## src/rtl/iiitb_r2_4bit_div.sv

```systemverilog
// Sequential radix-2 restoring divider: one-cycle load, N shift/subtract cycles, one sign-fix cycle.
// Define IIITB_DIV_SIGNED_EN for two's-complement operation; leave it undefined for unsigned.
module iiitb_r2_4bit_div #(
  parameter int N = 4
) (
  input  logic         clk,
  input  logic         reset_n,
  input  logic         load,
  input  logic [N-1:0] M,
  input  logic [N-1:0] Q,
  output logic [N-1:0] QUO,
  output logic [N-1:0] REM,
  output logic         busy,
  output logic         done,
  output logic         dbz,
  output logic         ovf,
  output logic [1:0]   dbg_state
);

  localparam int CW = $clog2(N + 1);
  localparam logic [CW-1:0] CNT_N   = CW'(N);
  localparam logic [CW-1:0] CNT_ONE = CW'(1);
  localparam logic [N-1:0]  ONE     = N'(1);

  typedef enum logic [1:0] {IDLE = 2'd0, RUN = 2'd1, FIX = 2'd2, DONE = 2'd3} state_e;

  state_e        state_q, state_d;
  logic [N:0]    a_q, a_d;
  logic [N-1:0]  d_q, d_d;
  logic [N-1:0]  v_q, v_d;
  logic [CW-1:0] cnt_q, cnt_d;
  logic [N-1:0]  quo_q, quo_d;
  logic [N-1:0]  rem_q, rem_d;
  logic          dbz_q, dbz_d;
  logic          ovf_q, ovf_d;

  logic [N-1:0]  q_mag, m_mag;
  logic [N+1:0]  a_sh;
  logic [N:0]    diff;
  logic          ge;
  logic [N-1:0]  quo_fix, rem_fix;
  logic          ovf_fix;

`ifdef IIITB_DIV_SIGNED_EN
  logic sq_q, sq_d, sm_q, sm_d;

  // The most-negative input maps to 2^(N-1), which still fits unsigned in N bits.
  always_comb begin
    q_mag   = Q[N-1] ? (~Q + ONE) : Q;
    m_mag   = M[N-1] ? (~M + ONE) : M;
    quo_fix = (sq_q ^ sm_q) ? (~d_q + ONE) : d_q;
    rem_fix = sq_q ? (~a_q[N-1:0] + ONE) : a_q[N-1:0];
    // A positive quotient with its top bit set only arises from most-negative / -1.
    ovf_fix = ~(sq_q ^ sm_q) & d_q[N-1];
  end
`else
  always_comb begin
    q_mag   = Q;
    m_mag   = M;
    quo_fix = d_q;
    rem_fix = a_q[N-1:0];
    ovf_fix = 1'b0;
  end
`endif

  always_comb begin
    a_sh = {a_q, d_q[N-1]};
    ge   = (a_sh >= {2'b00, v_q});
    diff = a_sh[N:0] - {1'b0, v_q};
  end

  always_ff @(posedge clk or negedge reset_n) begin
    if (!reset_n) begin
      state_q <= IDLE;
      a_q     <= '0;
      d_q     <= '0;
      v_q     <= '0;
      cnt_q   <= '0;
      quo_q   <= '0;
      rem_q   <= '0;
      dbz_q   <= 1'b0;
      ovf_q   <= 1'b0;
`ifdef IIITB_DIV_SIGNED_EN
      sq_q    <= 1'b0;
      sm_q    <= 1'b0;
`endif
    end else begin
      state_q <= state_d;
      a_q     <= a_d;
      d_q     <= d_d;
      v_q     <= v_d;
      cnt_q   <= cnt_d;
      quo_q   <= quo_d;
      rem_q   <= rem_d;
      dbz_q   <= dbz_d;
      ovf_q   <= ovf_d;
`ifdef IIITB_DIV_SIGNED_EN
      sq_q    <= sq_d;
      sm_q    <= sm_d;
`endif
    end
  end

  always_comb begin
    state_d = state_q;
    if (load) begin
      state_d = RUN;
    end else begin
      case (state_q)
        RUN:     if (cnt_q == CNT_ONE) state_d = FIX;
        FIX:     state_d = DONE;
        default: state_d = state_q;
      endcase
    end
  end

  // Datapath: load overrides everything, so a mid-operation load aborts cleanly.
  always_comb begin
    a_d   = a_q;
    d_d   = d_q;
    v_d   = v_q;
    cnt_d = cnt_q;
    quo_d = quo_q;
    rem_d = rem_q;
    dbz_d = dbz_q;
    ovf_d = ovf_q;
`ifdef IIITB_DIV_SIGNED_EN
    sq_d  = sq_q;
    sm_d  = sm_q;
`endif
    if (load) begin
      a_d   = '0;
      d_d   = q_mag;
      v_d   = m_mag;
      cnt_d = CNT_N;
      dbz_d = 1'b0;
      ovf_d = 1'b0;
`ifdef IIITB_DIV_SIGNED_EN
      sq_d  = Q[N-1];
      sm_d  = M[N-1];
`endif
    end else if (state_q == RUN) begin
      if (ge) begin
        a_d = diff;
        d_d = {d_q[N-2:0], 1'b1};
      end else begin
        a_d = a_sh[N:0];
        d_d = {d_q[N-2:0], 1'b0};
      end
      cnt_d = cnt_q - CNT_ONE;
    end else if (state_q == FIX) begin
      rem_d = rem_fix;
      if (v_q == '0) begin
        quo_d = '1;
        dbz_d = 1'b1;
        ovf_d = 1'b0;
      end else begin
        quo_d = quo_fix;
        dbz_d = 1'b0;
        ovf_d = ovf_fix;
      end
    end
  end

  always_comb begin
    busy      = (state_q == RUN) || (state_q == FIX);
    done      = (state_q == DONE);
    dbg_state = state_q;
    QUO       = quo_q;
    REM       = rem_q;
    dbz       = dbz_q;
    ovf       = ovf_q;
  end

endmodule

```

## config.mk

```make
export PLATFORM = sky130hd
export DESIGN_NAME = iiitb_r2_4bit_div
export DESIGN_NICKNAME = d
export VERILOG_FILES = /design/src/rtl/iiitb_r2_4bit_div.sv
export SDC_FILE = /design/constraint.sdc
export NUM_CORES = 1
export LEC_CHECK = 0
export CAP_MARGIN = 20
export CORE_MARGIN = 3
export CORE_UTILIZATION = 58
export CTS_BUF_LIST = sky130_fd_sc_hd__clkbuf_8
export CTS_CLUSTER_SIZE = 16
export DETAILED_ROUTE_END_ITERATION = 8
export PLACE_DENSITY = 0.87
export SETUP_SLACK_MARGIN = 0.05
export SYNTH_ARGS = -nofsm -noshare
export SYNTH_HDL_FRONTEND = slang
export SYNTH_SLANG_ARGS = --single-unit
```

## constraint.sdc

```tcl
create_clock -name clk -period 3.1 [get_ports clk]
set_clock_uncertainty 0.05 [all_clocks]
set_input_delay 0.62 -clock clk [delete_from_list [all_inputs] [get_ports clk]]
set_output_delay 0.62 -clock clk [all_outputs]
set_load 0.02 [all_outputs]
```

* Yosys cells after proc, flatten, opt, wreduce, memory -nomap -nowiden *
Index checks and enable logic that the tools add are counted.

word-level totals
  register bits = 28
  bits of input ports = 11
  output and inout bits = 14
  word-level logic and storage cells = 47

cells by class
  add/subtract/negate cells = 2
  magnitude comparators = 1
  equality and inequality tests = 6
  multiplexer cells = 19
  bitwise operators = 2
  reduce and logical (&&, ||, !) cells = 8

operators with widths
  cell                                                  number
  2-to-1 mux 5 bit                                      3
  2-to-1 mux 4 bit                                      3
  2-to-1 mux 1 bit                                      8
  greater-or-equal comparator 6 x 4 -> 1 bit            1
  2-to-1 mux 3 bit                                      2
  subtractor 5 x 4 -> 5 bit                             1
  equality test 2 bit (second input constant)           2
  logical NOT 4 bit                                     1
  2-to-1 mux 2 bit                                      2
  case mux 2 bit (2 select lines)                       1
  AND reduction 2 bit                                   2
  nonzero test 2 bit                                    2
  equality test 3 x 1 -> 1 bit (second input constant)  1
  inequality test 3 bit (second input constant)         1
  AND reduction 3 bit                                   1
  nonzero test 3 bit                                    1
  subtractor 3 x 1 -> 3 bit (second input constant)     1
  equality test 2 x 1 -> 1 bit (second input constant)  1
  inequality test 2 bit (second input constant)         1
  inverter 1 bit                                        2
  logical OR 1 bit                                      1

* Depth between registers and ports, before layout *
Gate-level depths: netlist (run 1).

  depth in word-level cells = 5
  mapped depth = 8
  gate-level depth less buffers = 7

* Worst setup path after synthesis (run 1) *
Ideal clock, no wire load.

  path kind = register to register
  start point = register d_q[3]
  end point = register a_q[0]
  library setup time = 0.122 ns
  arrival time = 1.707 ns
  required time = 2.928 ns
  slack = 1.221 ns
  cell stages (with the launch flop) = 8
  buffers on the path = 0
  clock period less this slack = 1.879 ns
  cell sequence = dfrtp_1 inv_1 ha_1 fa_1 nand2b_1 a21oi_1 o21ai_0 a32o_1

between the ends
  word-level cells in the longest chain between the ends = 4
  elaborated cells between the ends (all ways) = 5
  those cells by class = add/sub (1); order compare (1); mux (3)

RTL lines
  what                                                                                     line    text
  from (decl)                                                                              29      logic [N-1:0] d_q, d_d;
  from (signal assigned)                                                                   76      d_q <= '0;
  from (signal assigned)                                                                   90      d_q <= d_d;
  subtractor 5 x 4 -> 5 bit or greater-or-equal comparator 6 x 4 -> 1 bit (tied branches)  69, 68
  2-to-1 mux 5 bit (*)                                                                     143     if (ge) begin
  2-to-1 mux 5 bit (*)                                                                     142     end else if (state_q == RUN) begin
  2-to-1 mux 5 bit (*)                                                                     131     if (load) begin
  to (signal assigned)                                                                     75      a_q <= '0;
  to (signal assigned)                                                                     89      a_q <= a_d;
  to (decl)                                                                                28      logic [N:0] a_q, a_d;

Mark *: on every way between the ends. The rest lies on a longest branch, timed or not. The select of a mux whose other input is x is not followed.
A chain may end at the register's enable or synchronous reset.

* Worst setup path in the final report (run 1) *
  start point = register state_q[0] (netlist: dbg_state[0])
  end point = output busy

between the ends
  word-level cells in the longest chain between the ends = 2
  elaborated cells between the ends (all ways) = 3
  those cells by class = eq/ne (2); reduce/logical (1)

RTL lines
  what                                                                 line  text
  from (decl)                                                          27    state_e state_q, state_d;
  from (signal assigned)                                               88    state_q <= state_d;
  equality test 2 x 1 -> 1 bit or equality test 2 bit (tied branches)  166   busy = (state_q == RUN) || (state_q == FIX);
  logical OR 1 bit (*)                                                 166
  to (decl)                                                            13    output logic busy,

Mark *: on every way between the ends. The rest lies on a longest branch, timed or not.

==> implementation parameters, run 1 <==
Parameter                              Value

Setup path
  CP delay by family, top ... buffers and inverters
  Destination of the worst register-to-register timing path ... QUO[1]
  Worst reg2reg path depth ... 6
  Data arrival, critical path ... 1730 ps
  Largest fanout on the critical path ... 5
  Category of the critical setup timing path ... reg2out
  Most numerous cell on the critical path ... sky130_fd_sc_hd__inv_1
  Worst setup EP type ... output port
  Series of cell instances along the critical path ... inv_1, ha_1, inv_1, clkdlybuf4s50_1
  Worst Path Buf+Inv ... 3
  Required time of the critical path ... 2430 ps
  Type of element launching the critical path ... register
  Worst reg2reg setup slack ... 940 ps
  Worst setup path startpoint ... dbg_state[0]
  Launch instance of the worst register-to-register path ... dbg_state[1]
  Worst path slowest cell ... sky130_fd_sc_hd__clkdlybuf4s50_1
  Max incr delay on CP ... 600 ps

Clocking
  Buffer levels on the longest clock path ... 2
  CTS tree ... done
  PostCTS Resize Cnt ... 0
  CTS Hold Bufs ... 0
  Clock Tree Root ... sky130_fd_sc_hd__clkbuf_8
  CTS HTree Levels ... 1
  Number of clock sinks seen by CTS ... 27
  Postcts setup bufs ... 0
  CTS buffer count ... 3
  Skew-Pair Late Insertion Delay ... 270 ps
  Clk slew on worst S/H paths ... 90 ps

Drt
  Total Wirelength ... 2.78 mm
  Detailed-route vias per instance ... 5.70
  DRT antenna net count ... 0
  Detailed router's first-iteration violation count ... 21
  Vias after detailed routing ... 1,071
  DRC violations left ... 0
  Router iterations before antenna repair ... 4
  Average detailed-routed wire length per instance ... 14.8 um

Min path
  Class of the most critical hold timing path ... reg2reg
  Hold depth ... 1
  Endpoint of the worst hold-timing path ... REM[0]
  Hold path startpoint ... REM[0]

STA
  Minimum clock period ... 2400 ps
  Setup-violating endpoint count in the final report ... 0
  Fin crit share ... 77.5%
  Setup TNS ... 0 ps
  Actual slew at the worst max-slew pin ... 713 ps
  Worst path setup slack after routing ... 697 ps
  Max-slew headroom at the worst pin ... 52.5%
  RSZ-0062 raised after global routing ... false
  Final count of hold timing violations ... 0
  Slew Limit Fails ... 0
  Timing-limited maximum frequency ... 416 MHz

Layout
  Synth-to-Final Area Change ... 20.2%
  Number of cells in the finished layout apart from fillers ... 188
  Finished layout cell area ... 1710 um^2
  Area used by multi-input combinational logic ... 668 um^2
  Antenna diode count ... 0
  Net total in the final layout ... 182
  Fraction of layout cells with a size suffix above 1 ... 6.25%
  Fill count ... 166
  Seq. cell area ... 676 um^2

Logic synthesis
  Cell count after synthesis ... 138
  Synthesized net count ... 159
  Count of synthesis-stage warnings from yosys ... 0
  Most frequent cell after synthesis ... sky130_fd_sc_hd__dfrtp_1
  Commonest cells in the netlist ... sky130_fd_sc_hd__dfrtp_1, sky130_fd_sc_hd__inv_1, sky130_fd_sc_hd__nand2_1, sky130_fd_sc_hd__nor2_1, sky130_fd_sc_hd__ha_1
  Leading cell types by total area after synthesis ... sky130_fd_sc_hd__dfrtp_1, sky130_fd_sc_hd__ha_1, sky130_fd_sc_hd__mux2_1
  Async set-or-reset flop fraction in the synthesized netlist ... 100%
  Post-synth design cell area ... 1420 um^2
  Yosys top cell by area ... sky130_fd_sc_hd__dfrtp_1
  Avg Cell Area, Syn ... 10.3 um^2
  Seq/Total Area, Yosys ... 47.5%
  Area share of the leading cell type in the synthesized netlist ... 47.5%
  Flops & latches, synth ... 27
  Post-synth EDFFs ... 0
  Primary flip-flop cell chosen by synthesis mapping ... sky130_fd_sc_hd__dfrtp_1
  Number of distinct library cell variants in the gate-level netlist after synthesis ... 40

Floorplanning
  Die outline area ... 3080 um^2
  Chip height ... 55.5 um
  Die span in x ... 55.5 um
  Starting density of the core ... 62.5%
  Std-Cell Rows ... 17
  IO Count ... 25
  Area of the core region ... 2280 um^2

Global routing
  Global-route usage over all layers ... 18.9%
  Global route total overflow ... 0
  Via count of the first global-routing pass ... 1,015
  Maximum number of pins on one net before global-route repair ... 28
  Antenna violations before repair ... 0
  First-pass GRT wire length ... 4.58 mm

Placement
  I/O Buffers ... 23
  Placed cell count ... 184
  Routability-driven placement congestion ratio ... 0.836
  Half-perimeter wire length of the detailed placement result ... 2.18 mm
  Minimum setup slack after placement ... 857 ps
  Post-detailed-placement cell area ... 1670 um^2

Job
  # Max-Cap Violations ... 0

Power
  Reported leakage power ... 0.000812 uW
  IR drop worst, VDD ... 0.000470 V
  Cell Pwr Density ... 690 nW/um^2
  PnR Total Power ... 1180 uW

Status
  Outcome ... completed
## kinds of logic after synthesis
group / Yosys count / synth area share, %
buffers and inverters: 18 / 5.54
flip-flops: 27 / 47.5
AND/OR/NAND/NOR: 41 / 14.7
AO/OA/AOI/OAI: 30 / 14.7
other: 1 / 0.264
XOR/XNOR: 2 / 1.23
multiplexers: 9 / 6.77
adder cells (fa/ha/maj): 10 / 9.32
## stage by stage
stage	util (%)	hold WS, ps
global route	75.2	468
finish	75.2	447
global placement	73.2	417
CTS	75.2	449
floorplan	-	274
detailed placement	73.2	428
## registers in the layout (all words and copies together) (netlist names)
name,cells
a_q,5
cnt_q,3
dbz,1
REM,4
v_q,4
QUO,4
dbg_state,2
d_q,4
## power breakdown
part	internal [uW]	switching (uW)	leakage, uW
clock	89.0	110	0.0000269
combinational	225	268	0.000438
sequential	422	65.1	0.000346
total	737	443	0.000812
## metal layers
metal  vias up  global-route usage [%]  wire (um)
li1        525                       -          -
met1       497                    21.6       1100
met2        44                    36.3       1470
met3         5                    1.64        174
met4         0                    6.25         36
met5         -                       0          0
## final cells by class
type	count	area share [%]
Sequential cell	27	39.5
Multi-Input combinational cell	93	39.1
Timing Repair Buffer	25	14.3
Clock buffer	3	2.41
Inverter	11	2.41
Tap cell	28	2.05
Clock inverter	1	0.219
## worst max-delay path by stage
| stage | end | cells after the start |
|---|---|---|
| after global placement | QUO[1] | 5 |
| final | busy | 4 |
| after detailed placement | QUO[3] | 5 |
| after floorplan | a_q[0] | 7 |
| after CTS | busy | 4 |
| after global routing | busy | 4 |
## cells in the final DEF (no fill, tap or decap), types with 2 or more instances in the layout
cell type                          n
sky130_fd_sc_hd__o21ai_1           3
sky130_fd_sc_hd__dfrtp_1          27
sky130_fd_sc_hd__mux2_1            4
sky130_fd_sc_hd__nand3_1           2
sky130_fd_sc_hd__nand2_1          11
sky130_fd_sc_hd__nor2b_1           2
sky130_fd_sc_hd__and2_1            2
sky130_fd_sc_hd__clkbuf_8          3
sky130_fd_sc_hd__ha_1              9
sky130_fd_sc_hd__a21oi_1           5
sky130_fd_sc_hd__o22a_1            4
sky130_fd_sc_hd__mux2i_1           4
sky130_fd_sc_hd__a21o_1            2
sky130_fd_sc_hd__nor2_1           11
sky130_fd_sc_hd__nand2b_1          4
sky130_fd_sc_hd__o21bai_1          2
sky130_fd_sc_hd__nand4_1           2
sky130_fd_sc_hd__o21ai_0           6
sky130_fd_sc_hd__xnor2_1           2
sky130_fd_sc_hd__buf_4             2
sky130_fd_sc_hd__clkdlybuf4s50_1  23
sky130_fd_sc_hd__inv_1            12
Note: power is estimated with default switching activity, not from simulation.
==> run 2: changes to the inputs <==
--- a/config.mk
+++ b/config.mk
@@ -7,11 +7,11 @@
 export LEC_CHECK = 0
 export CAP_MARGIN = 20
 export CORE_MARGIN = 3
-export CORE_UTILIZATION = 58
+export CORE_UTILIZATION = 54
 export CTS_BUF_LIST = sky130_fd_sc_hd__clkbuf_8
 export CTS_CLUSTER_SIZE = 16
 export DETAILED_ROUTE_END_ITERATION = 8
-export PLACE_DENSITY = 0.87
+export PLACE_DENSITY = 0.81
 export SETUP_SLACK_MARGIN = 0.05
 export SYNTH_ARGS = -nofsm -noshare
 export SYNTH_HDL_FRONTEND = slang
==> constraint.sdc (replaced) <==
create_clock -name clk -period 2.4 [get_ports clk]
set_clock_uncertainty 0.05 [all_clocks]
set_input_delay 0.48 -clock clk [delete_from_list [all_inputs] [get_ports clk]]
set_output_delay 0.48 -clock clk [all_outputs]
set_load 0.02 [all_outputs]
==> implementation parameters, run 2 (synthesis gave the netlist of run 1 again) <==
Parameter                              Value

Setup path
  Destination of the worst register-to-register timing path ... a_q[0]
  Data arrival, critical path ... 1680 ps
  Type of element launching the critical path ... register
  Largest fanout on the critical path ... 5
  Required time of the critical path ... 1870 ps
  Series of cell instances along the critical path ... inv_1, ha_1, inv_1, clkdlybuf4s50_1
  Worst reg2reg setup slack ... 320 ps
  Worst path slowest cell ... sky130_fd_sc_hd__clkdlybuf4s50_1
  Worst setup EP type ... output port
  Most numerous cell on the critical path ... sky130_fd_sc_hd__inv_1
  Launch instance of the worst register-to-register path ... d_q[3]
  Max incr delay on CP ... 590 ps
  Category of the critical setup timing path ... reg2out
  Worst reg2reg path depth ... 7

Clocking
  Number of clock sinks seen by CTS ... 27
  PostCTS Resize Cnt ... 0
  CTS Hold Bufs ... 0
  CTS buffer count ... 3
  CTS tree ... done
  Postcts setup bufs ... 0
  CTS HTree Levels ... 1
  Buffer levels on the longest clock path ... 2
  Skew-Pair Late Insertion Delay ... 270 ps
  Clock Tree Root ... sky130_fd_sc_hd__clkbuf_8
  Clk slew on worst S/H paths ... 90 ps

Placement
  Placed cell count ... 185
  Half-perimeter wire length of the detailed placement result ... 2.07 mm
  Post-detailed-placement cell area ... 1670 um^2
  Routability-driven placement congestion ratio ... 0.946
  Minimum setup slack after placement ... 279 ps
  I/O Buffers ... 23

Status
  Outcome ... completed

Global routing
  Met3 Track Usage GR ... 3.62%
  Met2 track demand over resource ... 34.6%
  Global route total overflow ... 0
  Antenna violations before repair ... 0
  Met1 track demand over resource ... 22.2%
  Via count of the first global-routing pass ... 1,094
  Maximum number of pins on one net before global-route repair ... 28
  Global-route usage over all layers ... 19.1%
  First-pass GRT wire length ... 4.86 mm
  Layer with the highest usage ... met2

Floorplanning
  Die span in x ... 57.3 um
  IO Count ... 25
  Chip height ... 57.3 um
  Area of the core region ... 2360 um^2
  Starting density of the core ... 60.3%
  Std-Cell Rows ... 17
  Die outline area ... 3290 um^2

STA
  Slew Limit Fails ... 0
  Timing-limited maximum frequency ... 452 MHz
  Worst path setup slack after routing ... 188 ps
  Setup-violating endpoint count in the final report ... 0
  Final count of hold timing violations ... 0
  RSZ-0062 raised after global routing ... false
  Minimum clock period ... 2210 ps
  Fin crit share ... 92.2%
  Setup TNS ... 0 ps

Layout
  Fill count ... 189
  Register bank with the most flops ... a_q
  Most frequent cells in the layout ... sky130_fd_sc_hd__dfrtp_1, sky130_fd_sc_hd__clkdlybuf4s50_1, sky130_fd_sc_hd__inv_1, sky130_fd_sc_hd__nor2_1, sky130_fd_sc_hd__nand2_1
  Fraction of layout cells with a size suffix above 1 ... 7.45%
  Finished layout cell area ... 1720 um^2
  Seq. cell area ... 676 um^2
  Antenna diode count ... 0
  Flip-flop count of the largest register, all copies and words added ... 5
  Area used by multi-input combinational logic ... 668 um^2
  Synth-to-Final Area Change ... 20.8%
  Net total in the final layout ... 183
  Most frequent standard cell in the layout excluding fill and tap cells ... sky130_fd_sc_hd__dfrtp_1
  Number of cells in the finished layout apart from fillers ... 189

Power
  Power dissipated by switching net loads ... 567 uW
  Fraction of power consumed by sequential logic ... 41.4%
  Cell Pwr Density ... 886 nW/um^2
  PnR Total Power ... 1520 uW
  Sw frac ... 37.2%
  Reported leakage power ... 0.000814 uW
  IR drop worst, VDD ... 0.000566 V
  Internal power ... 957 uW
  Combinational share of power ... 41.8%
  Fraction of power consumed by the clock network ... 16.8%

Drt
  Router iterations before antenna repair ... 4
  Total Wirelength ... 2.76 mm
  Vias after detailed routing ... 1,061
  DRC violations left ... 0
  Average detailed-routed wire length per instance ... 14.6 um
  Detailed router's first-iteration violation count ... 30
  Detailed-route vias per instance ... 5.61
  DRT antenna net count ... 0

Min path
  Class of the most critical hold timing path ... reg2reg
  Hold path startpoint ... REM[0]
  Endpoint of the worst hold-timing path ... REM[0]
  Hold depth ... 1

Job
  # Max-Cap Violations ... 0
run 2: cell types whose count changed in the layout (fill, tap and decap cells not counted):
cell and change:
sky130_fd_sc_hd__clkinv_2 +1, sky130_fd_sc_hd__buf_4 +1, sky130_fd_sc_hd__inv_1 -1
run 2: layer usage:
metal  share of wire [%]  wire, um  vias up
met5                   0         0        -
met4                0.91        25        0
met2                  51      1400       25
met3                 4.8       132        4
li1                    -         -      522
met1                  44      1200      510
run 2: worst max-delay path by stage:
| stage | cells after the start | slack [ps] | from | endpoint |
|---|---|---|---|---|
| finish | 4 | 190 | dbg_state[0] | busy |
| global route | 4 | 110 | dbg_state[0] | busy |
| CTS | 4 | 170 | dbg_state[0] | busy |
| detailed placement | 5 | 280 | load | QUO[2] |
| global placement | 7 | 330 | d_q[3] | a_q[0] |
| floorplan | 7 | 520 | d_q[3] | a_q[0] |
run 2: stage by stage:
stage / hold slack, ps / utilization [%]
finish: 450 / 72.8
floorplan: 134 / -
global route: 473 / 72.8
detailed placement: 434 / 70.9
CTS: 456 / 72.8
global placement: 420 / 70.9
run 2: worst max-delay path: cells and delay by family, from the launching register on:
kind,cells,cell delay [ps]
buffers and inverters,3,700
DFF,1,430
adders and majority gates,1,280
run 2: cell type report:
| class | instances | share of cell area [%] |
|---|---|---|
| timing repair buffer | 26 | 14.7 |
| sequential | 27 | 39.3 |
| clock inverter | 1 | 0.291 |
| tap | 28 | 2.04 |
| multi-input combinational | 93 | 38.9 |
| inverter | 11 | 2.40 |
| clock buffer | 3 | 2.40 |
run 2: power by group through the flow:
stage / Clock, uW / Combinational, uW / Sequential, uW
5_1_grt: 288 / 714 / 647
3_5_place_dp: 0 / 630 / 642
6_report: 256 / 636 / 631
2_1_floorplan: 0 / 473 / 626
3_3_place_gp: 0 / 618 / 636
4_1_cts: 265 / 637 / 632
